### config.mk
export PLATFORM = sky130hd
export DESIGN_NAME = mdu_iterative
export DESIGN_NICKNAME = d
export VERILOG_FILES = /design/src/rtl/rv32m_pkg.sv /design/src/rtl/mdu_iterative.sv
export SDC_FILE = /design/constraint.sdc
export NUM_CORES = 1
export LEC_CHECK = 0
export ABC_AREA = 1
export BUFFER_PORTS_ARGS = -buffer_cell sky130_fd_sc_hd__buf_2
export CAP_MARGIN = 20
export CORE_ASPECT_RATIO = 0.5
export CORE_MARGIN = 3
export CORE_UTILIZATION = 60
export CTS_BUF_LIST = sky130_fd_sc_hd__clkbuf_16
export DETAILED_ROUTE_END_ITERATION = 6
export GPL_ROUTABILITY_DRIVEN = 1
export PLACE_DENSITY = 0.79
export SETUP_SLACK_MARGIN = 0.5
export SLEW_MARGIN = 20
export SYNTH_ARGS = -nofsm -noshare
export SYNTH_HDL_FRONTEND = slang
export SYNTH_SLANG_ARGS = --single-unit
export TNS_END_PERCENT = 10
### constraint.sdc
create_clock -name clk -period 5.55 [get_ports clk]
set_input_delay 0.555 -clock clk [delete_from_list [all_inputs] [get_ports clk]]
set_output_delay 0.555 -clock clk [all_outputs]
set_load 0.05 [all_outputs]
### src/rtl/rv32m_pkg.sv
// Shared definitions for the RV32M iterative multiply/divide unit.
package rv32m_pkg;

  // funct3 encodings of the M extension
  typedef enum logic [2:0] {
    OP_MUL    = 3'd0,
    OP_MULH   = 3'd1,
    OP_MULHSU = 3'd2,
    OP_MULHU  = 3'd3,
    OP_DIV    = 3'd4,
    OP_DIVU   = 3'd5,
    OP_REM    = 3'd6,
    OP_REMU   = 3'd7
  } mdu_op_e;

  typedef enum logic [1:0] {
    ST_IDLE = 2'd0,
    ST_CALC = 2'd1,
    ST_DONE = 2'd2
  } mdu_state_e;

  localparam logic [31:0] DIV0_QUOT = 32'hFFFF_FFFF;
  localparam logic [31:0] INT_MIN   = 32'h8000_0000;

endpackage

### src/rtl/mdu_iterative.sv
// Iterative RV32M multiply/divide unit: 32-cycle shift-add multiply and
// restoring divide sharing one 64-bit accumulator, single-cycle write-back.
module mdu_iterative
  import rv32m_pkg::*;
#(
  parameter int unsigned XLEN      = 32,
  parameter int unsigned SELECTORS = 5
) (
  input  logic                 clk,
  input  logic                 rst,
  input  logic                 start,
  input  logic [2:0]           funct3,
  input  logic [XLEN-1:0]      op_a,
  input  logic [XLEN-1:0]      op_b,
  input  logic [SELECTORS-1:0] rd_idx,
  output logic                 busy,
  output logic                 wb_en,
  output logic [SELECTORS-1:0] wb_idx,
  output logic [XLEN-1:0]      wb_data
);

  mdu_state_e             r_state;
  mdu_op_e                r_op;
  logic [SELECTORS-1:0]   r_idx;
  logic [XLEN-1:0]        r_m;
  logic [2*XLEN-1:0]      r_acc;
  logic [4:0]             r_cnt;
  logic                   r_neg_res;
  logic                   r_neg_rem;
  logic                   r_busy;
  logic                   r_wb_en;
  logic [SELECTORS-1:0]   r_wb_idx;
  logic [XLEN-1:0]        r_wb_data;

  mdu_op_e                w_op;
  logic                   w_a_neg;
  logic                   w_b_neg;
  logic [XLEN-1:0]        w_a_mag;
  logic [XLEN-1:0]        w_b_mag;
  logic                   w_div0;
  logic                   w_ovf;
  logic [XLEN-1:0]        w_special;

  logic [XLEN:0]          w_msum;
  logic [XLEN:0]          w_part;
  logic                   w_fit;
  logic [XLEN-1:0]        w_rem_next;
  logic [2*XLEN-1:0]      w_acc_next;
  logic [2*XLEN-1:0]      w_prod;
  logic [XLEN-1:0]        w_quot;
  logic [XLEN-1:0]        w_rem;
  logic [XLEN-1:0]        w_result;

  assign busy    = r_busy;
  assign wb_en   = r_wb_en;
  assign wb_idx  = r_wb_idx;
  assign wb_data = r_wb_data;

  // Accept-side decode: operand signs, magnitudes and division special cases
  always_comb begin
    w_op      = mdu_op_e'(funct3);
    w_a_neg   = op_a[XLEN-1] && ((w_op == OP_MULH) || (w_op == OP_MULHSU) ||
                                 (w_op == OP_DIV)  || (w_op == OP_REM));
    w_b_neg   = op_b[XLEN-1] && ((w_op == OP_MULH) || (w_op == OP_DIV) ||
                                 (w_op == OP_REM));
    w_a_mag   = w_a_neg ? -op_a : op_a;
    w_b_mag   = w_b_neg ? -op_b : op_b;
    w_div0    = funct3[2] && (op_b == '0);
    w_ovf     = ((w_op == OP_DIV) || (w_op == OP_REM)) &&
                (op_a == INT_MIN) && (op_b == '1);
    w_special = '0;
    if (w_div0)
      w_special = funct3[1] ? op_a : DIV0_QUOT;
    else if (w_ovf)
      w_special = funct3[1] ? '0 : INT_MIN;
  end

  // One iteration step plus final sign correction of the result
  always_comb begin
    // multiply: conditional add into the upper half, then shift right
    w_msum = {1'b0, r_acc[2*XLEN-1:XLEN]} + (r_acc[0] ? {1'b0, r_m} : '0);
    // divide: shift left, trial subtract with the bit shifted out kept
    w_part     = r_acc[2*XLEN-1:XLEN-1];
    w_fit      = (w_part >= {1'b0, r_m});
    w_rem_next = w_fit ? (w_part[XLEN-1:0] - r_m) : w_part[XLEN-1:0];
    if (r_op[2])
      w_acc_next = {w_rem_next, r_acc[XLEN-2:0], w_fit};
    else
      w_acc_next = {w_msum, r_acc[XLEN-1:1]};
    w_prod = r_neg_res ? -w_acc_next : w_acc_next;
    w_quot = r_neg_res ? -w_acc_next[XLEN-1:0] : w_acc_next[XLEN-1:0];
    w_rem  = r_neg_rem ? -w_acc_next[2*XLEN-1:XLEN] : w_acc_next[2*XLEN-1:XLEN];
    case (r_op)
      OP_MUL:                     w_result = w_prod[XLEN-1:0];
      OP_MULH, OP_MULHSU,
      OP_MULHU:                   w_result = w_prod[2*XLEN-1:XLEN];
      OP_DIV, OP_DIVU:            w_result = w_quot;
      default:                    w_result = w_rem;
    endcase
  end

  // Control FSM with registered busy and write-back outputs
  always_ff @(posedge clk or posedge rst) begin
    if (rst) begin
      r_state   <= ST_IDLE;
      r_op      <= OP_MUL;
      r_idx     <= '0;
      r_m       <= '0;
      r_acc     <= '0;
      r_cnt     <= '0;
      r_neg_res <= 1'b0;
      r_neg_rem <= 1'b0;
      r_busy    <= 1'b0;
      r_wb_en   <= 1'b0;
      r_wb_idx  <= '0;
      r_wb_data <= '0;
    end else begin
      case (r_state)
        ST_IDLE: begin
          r_wb_en <= 1'b0;
          if (start) begin
            r_op   <= w_op;
            r_idx  <= rd_idx;
            r_cnt  <= '0;
            r_busy <= 1'b1;
            if (w_div0 || w_ovf) begin
              r_state <= ST_DONE;
              r_wb_en <= (rd_idx != '0);
              if (rd_idx != '0) begin
                r_wb_idx  <= rd_idx;
                r_wb_data <= w_special;
              end
            end else begin
              r_state   <= ST_CALC;
              r_neg_res <= w_a_neg ^ w_b_neg;
              r_neg_rem <= w_a_neg;
              if (funct3[2]) begin
                r_m   <= w_b_mag;
                r_acc <= {{XLEN{1'b0}}, w_a_mag};
              end else begin
                r_m   <= w_a_mag;
                r_acc <= {{XLEN{1'b0}}, w_b_mag};
              end
            end
          end
        end
        ST_CALC: begin
          r_acc <= w_acc_next;
          r_cnt <= r_cnt + 5'd1;
          if (r_cnt == 5'd31) begin
            r_state <= ST_DONE;
            r_wb_en <= (r_idx != '0);
            if (r_idx != '0) begin
              r_wb_idx  <= r_idx;
              r_wb_data <= w_result;
            end
          end
        end
        ST_DONE: begin
          r_state <= ST_IDLE;
          r_wb_en <= 1'b0;
          r_busy  <= 1'b0;
        end
        default: begin
          r_state <= ST_IDLE;
          r_wb_en <= 1'b0;
          r_busy  <= 1'b0;
        end
      endcase
    end
  end

endmodule

; ---- Word level (Yosys, flattened, before mapping)
; Index checks and enable logic that the tools add are counted.
[word_totals]
ff_bits = 152
in_bits = 75
output_inout_bits = 39
elab_cells = 112
[classes]
add_sub_neg = 8
n_lt_le_gt_ge = 1
eq_ne = 19
muxes = 42
bitwise_logic = 3
n_reduce_logical = 27
[ops]
columns = op, n
row1 = $mux 32, 17
row2 = $mux 64, 4
row3 = $neg 32->32, 4
row4 = $pmux 64 s2, 1
row5 = $pmux 32 s3, 1
row6 = $eq 32x32->1 const B, 2
row7 = $neg 64->64, 1
row8 = $pmux 32 s2, 1
row9 = $add 32x32->33, 1
row10 = $ge 33x32->1, 1
row11 = $logic_not 32->1, 1
row12 = $sub 32x32->32, 1
row13 = $mux 5, 6
row14 = $pmux 5 s2, 2
row15 = $eq 3x3->1 const B, 4
row16 = $ne 2x2->1 const B, 6
row17 = $reduce_bool 5->1, 2
row18 = $eq 3x2->1 const B, 3
row19 = $reduce_and 2->1, 4
row20 = $logic_or 1x1->1, 7
row21 = $eq 3x1->1 const B, 2
row22 = $mux 2, 3
row23 = $reduce_and 3->1, 2
row24 = $reduce_and 6->1, 1
row25 = 14 further kinds, 23

; ---- Depth between registers and ports, before layout
[depth]
word_depth = 10
mapped_depth = 34

; ---- Worst setup path after synthesis
; No wires, ideal clock.
[synth_path]
path_kind = reg-to-reg
start = register r_acc[55]
end = register r_wb_data[30], in the netlist wb_data[30]
t_arrival_ns = 3.470
required_ns = 5.428
path_slack_ns = 1.958
stages_incl_launch_ff = 30
period_less_slack_ns = 3.592
cell_sequence = dfrtp_1 > ha_1 > a21oi_1 > nand2_1 > a21oi_2 > nor2_1 > nor2_4 > buf_6 > nand3_2 > o21ai_2 > ha_1 > nand3_1 > nor2_2 > nand2_1 > clkinv_1 > nand4_1 > nor3_2 > nand3_1 > nor2_1 > nand3_1 > nand2_2 > inv_2 > nor2_4 > nand2_1 > nand2_1 > nand2_1 > nand2_1 > nand2_1 > nand2_1 > a21oi_2
[synth_between]
elab_chain_cells = 9
[synth_rtl]
columns = item, line_no
row1 = start: declaration, mdu_iterative.sv:26  ; logic [2*XLEN-1:0] r_acc;
row2 = start signal: assignment, mdu_iterative.sv:139  ; r_acc <= {{XLEN{1'b0}}, w_a_mag};
row3 = start signal: assignment, mdu_iterative.sv:142  ; r_acc <= {{XLEN{1'b0}}, w_b_mag};
row4 = start signal: assignment, mdu_iterative.sv:148  ; r_acc <= w_acc_next;
row5 = $sub 32x32->32 / $ge 33x32->1 (equally long branches), "mdu_iterative.sv:85, mdu_iterative.sv:84"
row6 = $mux 32, mdu_iterative.sv:85  ; w_rem_next = w_fit ? (w_part[XLEN-1:0] - r_m) : w_part[XLEN-1:0];
row7 = $mux 64 (*), mdu_iterative.sv:86  ; if (r_op[2])
row8 = $neg 64->64 / $neg 32->32 (equally long branches), "mdu_iterative.sv:90, mdu_iterative.sv:92"
row9 = $mux 64 / $mux 32 (equally long branches), "mdu_iterative.sv:90, mdu_iterative.sv:92"
row10 = $pmux 32 s3 (*), mdu_iterative.sv:93  ; case (r_op)
row11 = $mux 32 (*), mdu_iterative.sv:153  ; if (r_idx != '0) begin
row12 = $mux 32 (*), mdu_iterative.sv:150  ; if (r_cnt == 5'd31) begin
row13 = $pmux 32 s2 (*), mdu_iterative.sv:118  ; case (r_state)
row14 = end signal: assignment, mdu_iterative.sv:131  ; r_wb_data <= w_special;
row15 = end signal: assignment, mdu_iterative.sv:155  ; r_wb_data <= w_result;
row16 = end: declaration, mdu_iterative.sv:33  ; logic [XLEN-1:0] r_wb_data;
; Mark *: on every way between the ends. The rest lies on a longest branch, timed or not. The select of a mux whose other input is x is not followed.
; A chain may end at the register's enable or synchronous reset.

; ---- Final worst setup path
[layout_path]
start = register r_acc[0]
end = register r_wb_data[31], in the netlist wb_data[31]
[layout_between]
elab_chain_cells = 9
[layout_rtl]
columns = item, line_no
row1 = $mux 32, mdu_iterative.sv:81  ; w_msum = {1'b0, r_acc[2*XLEN-1:XLEN]} + (r_acc[0] ? {1'b0, r_m} : '0);
row2 = $add 32x32->33, mdu_iterative.sv:81
row3 = $mux 64 (*), mdu_iterative.sv:86
row4 = $neg 64->64 (tied with other cells), mdu_iterative.sv:90  ; w_prod = r_neg_res ? -w_acc_next : w_acc_next;
row5 = $mux 64 (tied with other cells), mdu_iterative.sv:90
row6 = $pmux 32 s3 (*), mdu_iterative.sv:93
row7 = $mux 32 (*), mdu_iterative.sv:153
row8 = $mux 32 (*), mdu_iterative.sv:150
row9 = $pmux 32 s2 (*), mdu_iterative.sv:118
; Marked as above.

==> reports/qor.csv <==
metric;value;unit
vias;22331;
r2r_slack;770;ps
htreeDepth;4;
postSynth.asyncResetShare;100;%
wl_per_cell;21.5;µm
nNetsFinal;3330;
layout_commonest_cell;nand2_1;
antennaDiodeCount;0;
fin_setup_tns;0;ps
grt_setup_unrepaired;no;
synth_area_per_cell;5.92;µm²
grt_max_degree;73;
cp-start-kind;flop;
placedCellCount;3553;
num_rows;44;
post-cts-setup-buffers;0;
first_pass_iters;7;
area_growth;7.30;%
hold_viol_final;0;
fmax;209;MHz
cts.sinks;152;
synth_ff_type;dfrtp_1;
synth_edf_count;0;
drcViolationCount;0;
min_path_type;in2reg;
place_area;19300;µm²
grt-ovfl-total;0;
synth_seq_cells;152;
rr_startpoint;r_acc[0];
final_cell_mix;914 x nand2_1, 466 x inv_1, 276 x nand3_1;
vias_per_cell;6.23;
cp_data_required_time;5930;ps
final_layout_size_suffix_gt1_share;10.8;%
synth_fp_nets;3288;
ant_nets;0;
synth_cell_types;61;
finalNonFillerCells;3586;
grt_pass1_vias;19899;
period_share;86.1;%
maxSlewViolCount;0;
cts_resized;0;
synth_seq_area_share;20.5;%
slew_headroom;15.1;%
synth_cells;3140;
drv_cap;0;
drt-initial-drc-count;3769;
r2r_cells;27;
crit_fanout;21;
arrival;5150;ps
gp_routability_congestion;1.08;
worst_pin_slew;1260;ps
worst-setup-path-type;reg2reg;
clk_latency;480;ps
cts_buffers;17;
port_buffers;113;
grt_pass1_wl;116000;µm
fin_worst_skew;20.8;ps
io_pins;114;
cts_tree;yes;
n_fill_cell;2859;
status;finished, final reports clean;
endpoint;wb_data[31];
max-clock-path-buffers;2;
final_cell_area;19900;µm²
synthesis.area;18600;µm²
clkTransAtPathRegs;90;ps
setup_viol_count_final;0;
antenna_found_initial;7;
core;29700;µm²
reg2reg_to;wb_data[31];
dieArea;33300;µm²
grtUsageTotal;46.3;%
cts-root-buf;clkbuf_16;
hold_buffers;1;
finalCriticalPeriod;4780;ps
setup.worst_path.end_class;flop;
chipHeight;130;µm
totalWireLength;77000;µm
crit_path_start;r_acc[0];
dpl.hpwl;61200;µm
yosysWarningCount;0;
fp.dieW;255;µm
start_util;62.5;%
[cells in the mapped netlist (all sizes together) (2+ instances only)]
cell	n	area [µm²]
a21boi	22	169
dfrtp	152	3800
nand2	944	3660
buf	55	325
o211ai	38	285
mux2i	2	20.0
or2	43	269
a2bb2oi	7	61.3
o221ai	27	236
ha	71	888
xnor2	12	105
o22ai	8	50.1
xor2	75	657
clkbuf	60	225
o31ai	6	45.0
nor3b	2	20.0
a21oi	144	732
nor3	34	190
clkinv	4	15.0
and2	6	37.5
o21bai	8	60.1
nand3	298	1620
nand3b	7	56.3
nor4	12	81.3
o21a	7	52.6
nand4	72	494
a31oi	12	75.1
fa	2	40.0
nor2	307	1360
o21ai	218	1110
inv	478	1790
[state kept, by name, summed over array words and instances (netlist names)]
| name | count |
|---|---|
| r_idx | 5 |
| wb_en | 1 |
| busy | 1 |
| r_acc | 64 |
| wb_data | 32 |
| r_state | 2 |
| r_cnt | 5 |
| r_neg_rem | 1 |
| r_op | 3 |
| wb_idx | 5 |
| r_m | 32 |
| r_neg_res | 1 |
[worst min path at each step]
stage / from / cells after the start / to
3_3_place_gp: wb_data[31] / 2 / wb_data[31]
2_1_floorplan: r_acc[15] / 2 / r_acc[15]
5_1_grt: rd_idx[0] / 3 / r_idx[0]
4_1_cts: rd_idx[4] / 3 / r_idx[4]
6_report: rd_idx[4] / 3 / r_idx[4]
3_5_place_dp: wb_data[31] / 2 / wb_data[31]
[metal layers]
| layer | up-vias | wire [µm] | global-route usage, % |
|---|---|---|---|
| li1 | 10223 | - | - |
| met1 | 10107 | 29900 | 60.7 |
| met2 | 1650 | 29800 | 65.7 |
| met3 | 337 | 13100 | 20.0 |
| met4 | 14 | 4190 | 21.8 |
| met5 | - | 96 | 0 |
[cells by family (layout without fill, tap and decap cells)]
family / Yosys count / after routing / synth area share, %
AO/OA/AOI/OAI: 502 / 502 / 15.7
XOR/XNOR: 87 / 87 / 4.10
adder cells (fa/ha/maj): 73 / 73 / 4.99
buffers and inverters: 597 / 652 / 12.7
flip-flops: 152 / 152 / 20.5
multiplexers: 2 / 2 / 0.108
AND/OR/NAND/NOR: 1727 / 1727 / 41.9
[final cells by class]
cell class | instances | area, µm² | area share, %
Multi-Input combinational cell | 2391 | 12500 | 62.4
Sequential cell | 152 | 3810 | 19.1
Inverter | 482 | 1810 | 9.09
Timing Repair Buffer | 138 | 756 | 3.79
Tap cell | 391 | 489 | 2.45
Clock buffer | 17 | 425 | 2.13
Clock inverter | 15 | 199 | 0.997
[per-stage QoR]
stage | hold WS [ps] | utilization [%] | setup WS, ps
floorplan | 468 | - | 902
global placement | 459 | 65.0 | 1160
detailed placement | 468 | 65.0 | 1040
CTS | 306 | 67.1 | 1030
global route | 365 | 67.1 | 548
finish | 314 | 67.1 | 773
[critical path: stages (launching register included)]
cell and delay [ps]:
dfrtp_1 900, nand2_1 110, inv_1 100, ha_1 160
inv_1 60, fa_1 360, inv_1 220, nand3_1 110
nand3_1 250, nand2_1 80, nand2_1 270, nand2_1 120
nand2_1 110, nand2_1 100, nand2_1 80, nand2_1 40
nand3_1 120, nand3_1 280, inv_1 240, nand3_1 90
nor2_1 100, nand2_1 80, nand2_1 80, nand3_1 90
nand3_1 90, nand3_1 250, nand2_1 130, nand2_1 50
Power is not shown: default switching activity piles up to over one toggle a cycle in this logic, so the estimate is an artifact.
